## config.mk

```make
export PLATFORM = sky130hd
export DESIGN_NAME = survivor_decoder
export DESIGN_NICKNAME = d
export VERILOG_FILES = /design/src/rtl/survivor_decoder.sv
export SDC_FILE = /design/constraint.sdc
export NUM_CORES = 1
export LEC_CHECK = 0
export CAP_MARGIN = 20
export CORE_UTILIZATION = 43
export DETAILED_ROUTE_END_ITERATION = 6
export GPL_TIMING_DRIVEN = 0
export PLACE_DENSITY_LB_ADDON = 0.3
export SETUP_SLACK_MARGIN = 0.02
export SLEW_MARGIN = 40
export SYNTH_ARGS = -nofsm -noshare
export SYNTH_HDL_FRONTEND = slang
export SYNTH_SLANG_ARGS = --single-unit
```

## constraint.sdc

```tcl
create_clock -name clk -period 4.7 [get_ports clk]
set_clock_uncertainty 0.15 [all_clocks]
set_input_delay 0.94 -clock clk [delete_from_list [all_inputs] [get_ports clk]]
set_output_delay 0.94 -clock clk [all_outputs]
set_load 0.05 [all_outputs]
```

## src/rtl/survivor_decoder.sv

```systemverilog
`default_nettype none
// ============================================================================
//  Module      : survivor_decoder
//  Description : Final Viterbi stage. At the last trellis step of a frame it
//                selects the minimum-metric state, queues that state's
//                survivor register in a small frame FIFO and streams it out
//                MSB first on a valid/ready serial interface.
//  Ports       : clk, rst (sync, active-high), flush (sync clear)
//                valid_in, metric_00..11, survivor_00..11, write_ptr_in
//                  - compare-select stage outputs
//                dout, dout_valid, dout_ready, frame_start, frame_end
//                  - serial decoded bit stream
//                best_state, best_metric - result of the last captured frame
//                overflow - sticky frame-drop flag
//  Revision    : 1.0 - initial release
// ============================================================================
module survivor_decoder #(
    parameter int PM_W   = 4,
    parameter int PATH_W = 8,
    parameter int PTR_W  = 3,
    parameter int FDEPTH = 2
) (
    input  logic              clk,
    input  logic              rst,
    input  logic              flush,
    input  logic              valid_in,
    input  logic [PM_W-1:0]   metric_00,
    input  logic [PM_W-1:0]   metric_01,
    input  logic [PM_W-1:0]   metric_10,
    input  logic [PM_W-1:0]   metric_11,
    input  logic [PATH_W-1:0] survivor_00,
    input  logic [PATH_W-1:0] survivor_01,
    input  logic [PATH_W-1:0] survivor_10,
    input  logic [PATH_W-1:0] survivor_11,
    input  logic [PTR_W-1:0]  write_ptr_in,
    output logic              dout,
    output logic              dout_valid,
    input  logic              dout_ready,
    output logic              frame_start,
    output logic              frame_end,
    output logic [1:0]        best_state,
    output logic [PM_W-1:0]   best_metric,
    output logic              overflow
);

    localparam int c_AW = (FDEPTH > 1) ? $clog2(FDEPTH) : 1;
    localparam int c_CW = $clog2(FDEPTH + 1);

    localparam logic [PTR_W-1:0] c_LAST_STEP = PTR_W'(PATH_W - 1);
    localparam logic [c_AW-1:0]  c_LAST_SLOT = c_AW'(FDEPTH - 1);
    localparam logic [c_CW-1:0]  c_FULL      = c_CW'(FDEPTH);

    localparam logic [0:0] c_S_IDLE  = 1'b0;
    localparam logic [0:0] c_S_SHIFT = 1'b1;

    logic [0:0]        r_state;
    logic [0:0]        w_state_nxt;
    logic [PATH_W-1:0] r_shreg;
    logic [PTR_W-1:0]  r_bitcnt;

    logic [PATH_W-1:0] r_fifo [FDEPTH];
    logic [c_AW-1:0]   r_wr_ptr;
    logic [c_AW-1:0]   r_rd_ptr;
    logic [c_CW-1:0]   r_count;

    logic              w_capture;
    logic [1:0]        w_best_state;
    logic [PM_W-1:0]   w_best_metric;
    logic [PATH_W-1:0] w_sel_survivor;
    logic              w_empty;
    logic              w_full;
    logic              w_pop;
    logic              w_shift;
    logic              w_push;
    logic              w_drop;

    assign w_capture = valid_in && (write_ptr_in == c_LAST_STEP);
    assign w_empty   = (r_count == '0);
    assign w_full    = (r_count == c_FULL);

    // A full FIFO still accepts a frame when the head leaves on the same edge.
    assign w_push = w_capture && (!w_full || w_pop);
    assign w_drop = w_capture && w_full && !w_pop;

    // Strict less-than keeps the lowest index on ties.
    always_comb begin
        w_best_state  = 2'd0;
        w_best_metric = metric_00;
        if (metric_01 < w_best_metric) begin
            w_best_state  = 2'd1;
            w_best_metric = metric_01;
        end
        if (metric_10 < w_best_metric) begin
            w_best_state  = 2'd2;
            w_best_metric = metric_10;
        end
        if (metric_11 < w_best_metric) begin
            w_best_state  = 2'd3;
            w_best_metric = metric_11;
        end
    end

    always_comb begin
        w_sel_survivor = survivor_00;
        case (w_best_state)
            2'd1:    w_sel_survivor = survivor_01;
            2'd2:    w_sel_survivor = survivor_10;
            2'd3:    w_sel_survivor = survivor_11;
            default: w_sel_survivor = survivor_00;
        endcase
    end

    // FSM next state, pop/shift strobes and serial outputs.
    always_comb begin
        w_state_nxt = r_state;
        w_pop       = 1'b0;
        w_shift     = 1'b0;
        dout_valid  = 1'b0;
        dout        = 1'b0;
        frame_start = 1'b0;
        frame_end   = 1'b0;
        case (r_state)
            c_S_IDLE: begin
                if (!w_empty) begin
                    w_pop       = 1'b1;
                    w_state_nxt = c_S_SHIFT;
                end
            end
            c_S_SHIFT: begin
                dout_valid  = 1'b1;
                dout        = r_shreg[PATH_W-1];
                frame_start = (r_bitcnt == '0);
                frame_end   = (r_bitcnt == c_LAST_STEP);
                if (dout_ready) begin
                    w_shift = 1'b1;
                    if (r_bitcnt == c_LAST_STEP) begin
                        // Next frame follows without a bubble when one is queued.
                        if (!w_empty) begin
                            w_pop = 1'b1;
                        end else begin
                            w_state_nxt = c_S_IDLE;
                        end
                    end
                end
            end
            default: w_state_nxt = c_S_IDLE;
        endcase
    end

    always_ff @(posedge clk) begin
        if (rst || flush) begin
            r_state <= c_S_IDLE;
        end else begin
            r_state <= w_state_nxt;
        end
    end

    always_ff @(posedge clk) begin
        if (rst || flush) begin
            r_shreg  <= '0;
            r_bitcnt <= '0;
        end else if (w_pop) begin
            r_shreg  <= r_fifo[r_rd_ptr];
            r_bitcnt <= '0;
        end else if (w_shift) begin
            r_shreg  <= {r_shreg[PATH_W-2:0], 1'b0};
            r_bitcnt <= r_bitcnt + PTR_W'(1);
        end
    end

    // Storage needs no reset; occupancy is tracked by the pointers and count.
    always_ff @(posedge clk) begin
        if (!rst && !flush && w_push) begin
            r_fifo[r_wr_ptr] <= w_sel_survivor;
        end
    end

    always_ff @(posedge clk) begin
        if (rst || flush) begin
            r_wr_ptr <= '0;
            r_rd_ptr <= '0;
            r_count  <= '0;
        end else begin
            if (w_push) begin
                r_wr_ptr <= (r_wr_ptr == c_LAST_SLOT) ? '0 : r_wr_ptr + c_AW'(1);
            end
            if (w_pop) begin
                r_rd_ptr <= (r_rd_ptr == c_LAST_SLOT) ? '0 : r_rd_ptr + c_AW'(1);
            end
            if (w_push && !w_pop) begin
                r_count <= r_count + c_CW'(1);
            end else if (w_pop && !w_push) begin
                r_count <= r_count - c_CW'(1);
            end
        end
    end

    always_ff @(posedge clk) begin
        if (rst || flush) begin
            overflow <= 1'b0;
        end else if (w_drop) begin
            overflow <= 1'b1;
        end
    end

    // A dropped frame still reports its result; a flushed capture does not.
    always_ff @(posedge clk) begin
        if (rst) begin
            best_state  <= 2'd0;
            best_metric <= '0;
        end else if (w_capture && !flush) begin
            best_state  <= w_best_state;
            best_metric <= w_best_metric;
        end
    end

endmodule
`default_nettype wire
```

==> flow_metrics.py <==
metrics = {
    "status": {
        "outcome": "finished with violations",
        "failed_checks": "negative setup slack",
    },
    "placed_design": {
        "gp_congestion": 0.774,
        "port_buffers": 66,
        "dpl.cell_count": 375,
        "pre_cts_slack_ps": -1150,
        "dp_hpwl_um": 3930,
    },
    "timing": {
        "setup_ws_ps": -34.0,
        "finalCritPeriodShare_pct": 101,
        "finalSetupViolations": 16,
        "finalHoldViolations": 0,
        "maxSlewViolCount": 0,
        "rsz0062_at_grt": "true",
        "hold-worst-slack_ps": 343,
        "tightest_slew_ps": 685,
        "slew-limit-headroom_pct": 53.9,
        "setup_tns_ps": -457,
        "finalCriticalPeriod_ps": 4730,
        "fmax_ghz": 0.211,
    },
    "floorplanning": {
        "die_y_um": 75.2,
        "initial_core_util_pct": 44.8,
        "dieWidth_um": 75.2,
        "die-area_um2": 5650,
        "io_pins": 67,
        "rows": 26,
        "core_area_um2": 5140,
    },
    "grt": {
        "track_usage_pct": 19.9,
        "grt_overflow": 0,
        "grt_pass1_vias": 1872,
        "grt_max_degree": 12,
        "antenna_found_initial": 0,
        "grt_pass1_wl_um": 8360,
    },
    "worst_setup_path": {
        "crit_fanout": 8,
        "arrival_ps": 4630,
        "crit_path_end_kind": "register",
        "critPathSlowestCell": "a221oi_4",
        "worstReg2RegStart": "r_bitcnt[1]$_SDFFE_PP0P_",
        "start_kind": "input port",
        "worstSetupPathType": "input port to register",
        "critPathTopFamily": "compound AO/OA/AOI/OAI gates",
        "crit_chain": "buf_8, inv_4, ha_4, a21o_1, a221oi_4, mux2i_2, ha_1, a21oi_2, o21ai_4, o32ai_4, buf_6, and2_4, nor2_4, ha_1, o211ai_1, buf_4, a31oi_4, nor2_4, buf_12, mux2_4",
        "r2r_cells": 9,
        "r2r-end": "r_count[1]$_SDFFE_PP0P_",
        "worst-path-buf-inv": 5,
        "crit_required_ps": 4590,
        "critPathMaxStageDelay_ps": 340,
        "reg2reg_slack_ps": 2030,
    },
    "routing": {
        "ant_nets": 0,
        "wirelength_um": 5290,
        "firstDrtPassIters": 4,
        "viasPerCell": 5.15,
        "drt_iter0_markers": 58,
        "vias": 2059,
        "wire_per_inst_um": 13.2,
        "drc_errors": 0,
    },
    "yosys": {
        "ys_warn_count": 0,
        "synth_cells": 237,
        "yosysTopAreaCellShare_pct": 20.9,
        "synth_xor_xnor_area_share_pct": 1.90,
        "synthMuxAreaShare_pct": 12.7,
        "synth_top_area_cell": "dfxtp_1",
        "syn_area_um2": 2300,
        "synth_cell_type_count": 45,
        "syn_nets": 308,
        "ys_seq_elements": 40,
        "syn-mean-instance-area_um2": 9.71,
        "synth_adder_area_share_pct": 8.15,
        "ys_top_cells_by_area": "dfxtp_1, edfxtp_1, mux2i_1",
        "yosys.area_share.simple_pct": 14.2,
        "synth-compound-area-share_pct": 17.7,
        "ys_seq_area_share_pct": 41.7,
        "synth_top_family_by_area": "compound AO/OA/AOI/OAI gates",
    },
    "cts": {
        "clk_path_buf_depth": 2,
        "clk_pin_slew_worst_paths_ps": 70,
        "ctsRootBufferMaster": "clkbuf_8",
        "h-tree-depth": 2,
        "cts.sinks": 40,
        "tritoncts": "yes",
        "cts_inserted_buffers": 5,
        "clk_latency_ps": 290,
    },
    "power_and_ir_drop": {
        "ir_drop_uv": 118,
        "p_per_area_nw_per_um2": 260,
        "switching_share_pct": 27.8,
        "p_sw_mw": 0.251,
        "combPwrFrac_pct": 32.6,
        "p_clk_share_pct": 25.9,
        "leakage_nw": 1.32,
        "pwr-share-seq_pct": 41.5,
        "power.internal_mw": 0.652,
    },
    "worst_hold_path": {
        "hold_start": "best_state[1]$_SDFFE_PP0P_",
        "hold_depth": 2,
        "holdCritPathClass": "register to register",
        "min_to": "best_state[1]$_SDFFE_PP0P_",
    },
    "finish": {
        "final_core_util_pct": 67.5,
        "area_growth_pct": 50.7,
        "drive_above_1_share_pct": 22.4,
        "mostFrequentLayoutCells": "clkdlybuf4s50_1, nor2_1, dfxtp_1, mux2i_1, edfxtp_1",
        "layout.cells.non_filler": 400,
        "nets": 400,
        "diodes": 0,
        "layout_commonest_cell": "clkdlybuf4s50_1",
    },
    "job": {
        "cap_violations": 0,
    },
}
-- through the flow --
stage / power (mW) / area, um2
finish: 0.903 / 3470
global route: 0.947 / 3470
CTS: 0.891 / 3400
detailed placement: 0.630 / 3170
global placement: 0.626 / 3150
floorplan: 0.546 / 2400
-- routing by layer --
layer	wire length, um	track usage, %	vias up
met5	0	0	-
met4	74	6.17	0
met2	2690	34.6	68
met3	247	4.28	6
li1	-	-	1044
met1	2270	24.7	941
-- worst max-delay path by stage --
stage,from,endpoint,cells past startpoint
after global routing,metric_00[2],r_fifo[1][0]$_DFFE_PP_,20
after global placement,metric_00[2],r_fifo[1][5]$_DFFE_PP_,18
final,metric_00[2],r_fifo[1][4]$_DFFE_PP_,20
after floorplan,metric_01[2],r_fifo[0][0]$_DFFE_PP_,16
after detailed placement,metric_00[2],r_fifo[0][4]$_DFFE_PP_,18
after CTS,metric_00[1],r_fifo[1][4]$_DFFE_PP_,20
-- power by group through the flow --
stage / clock network (mW) / registers [mW] / logic, mW
4_1_cts: 0.235 / 0.375 / 0.280
2_1_floorplan: 0 / 0.388 / 0.158
3_5_place_dp: 0 / 0.383 / 0.247
3_3_place_gp: 0 / 0.383 / 0.243
6_report: 0.233 / 0.375 / 0.294
5_1_grt: 0.254 / 0.376 / 0.317
-- synthesized netlist by cell type --
cell / count
or3_1: 1
nor3b_1: 1
dfxtp_1: 24
a21oi_1: 15
a21o_1: 2
mux2i_1: 19
o21ai_1: 1
a31oi_1: 3
edfxtp_1: 16
a221oi_2: 1
or2_2: 2
nor2_2: 1
a211oi_2: 2
nand4_1: 1
o21ai_0: 10
nor2_4: 1
a311oi_1: 2
nor2_1: 35
nand2b_1: 2
and3_1: 1
o211ai_1: 2
o31ai_1: 1
xor2_1: 2
inv_1: 11
a211oi_1: 10
and2_1: 4
o22ai_1: 2
o2bb2ai_1: 1
mux2_1: 1
a31o_2: 1
buf_6: 1
o32ai_2: 1
o22ai_2: 1
nor4_1: 2
ha_1: 15
nand3_1: 1
mux2_2: 8
a31oi_4: 1
nand2_1: 14
a22oi_1: 1
buf_2: 1
nor3_1: 4
xnor2_1: 3
nor2b_1: 2
clkbuf_1: 7
-- final cells by class --
class                   instances  area, um2
inverters                      11       43.8
clock buffers                   8       90.1
flip-flops and latches         40        961
well taps                      70       87.6
fillers                       426       1670
repair buffers                 85        815
multi-input cells             177       1420
plain buffers                   9       48.8
-- registers in the layout, summed over array words and instances (netlist names), named ones only --
name and flops:
r_shreg 8, r_rd_ptr 1, r_wr_ptr 1, r_count 2
overflow 1, best_metric 4, r_state 1, best_state 2
r_bitcnt 3, r_fifo 16
-- worst reg2reg max path: stages, from the launching register on --
cell	delay, ps
dfxtp_1	330
ha_1	180
ha_1	190
nand2_1	80
nand2_1	70
nor3b_1	550
nor2_1	180
ha_1	350
or3_1	380
a21oi_1	140
-- cell families after synthesis --
kind of cell             Yosys count
AO/OA/AOI/OAI                     57
adder cells (fa/ha/maj)           15
buffers and inverters             20
AND/OR/NAND/NOR                   72
multiplexers                      28
XOR/XNOR                           5
flip-flops                        40
-- what timing repair did --
action | in CTS | in global routing
gates resized for setup | 20 | 19
hold buffers | 0 | 0
setup endpoints to repair | 22 | 20
buffers inserted | 12 | 5
pin swaps | 12 | 15
No activity file was read; power rests on OpenSTA's default activity.
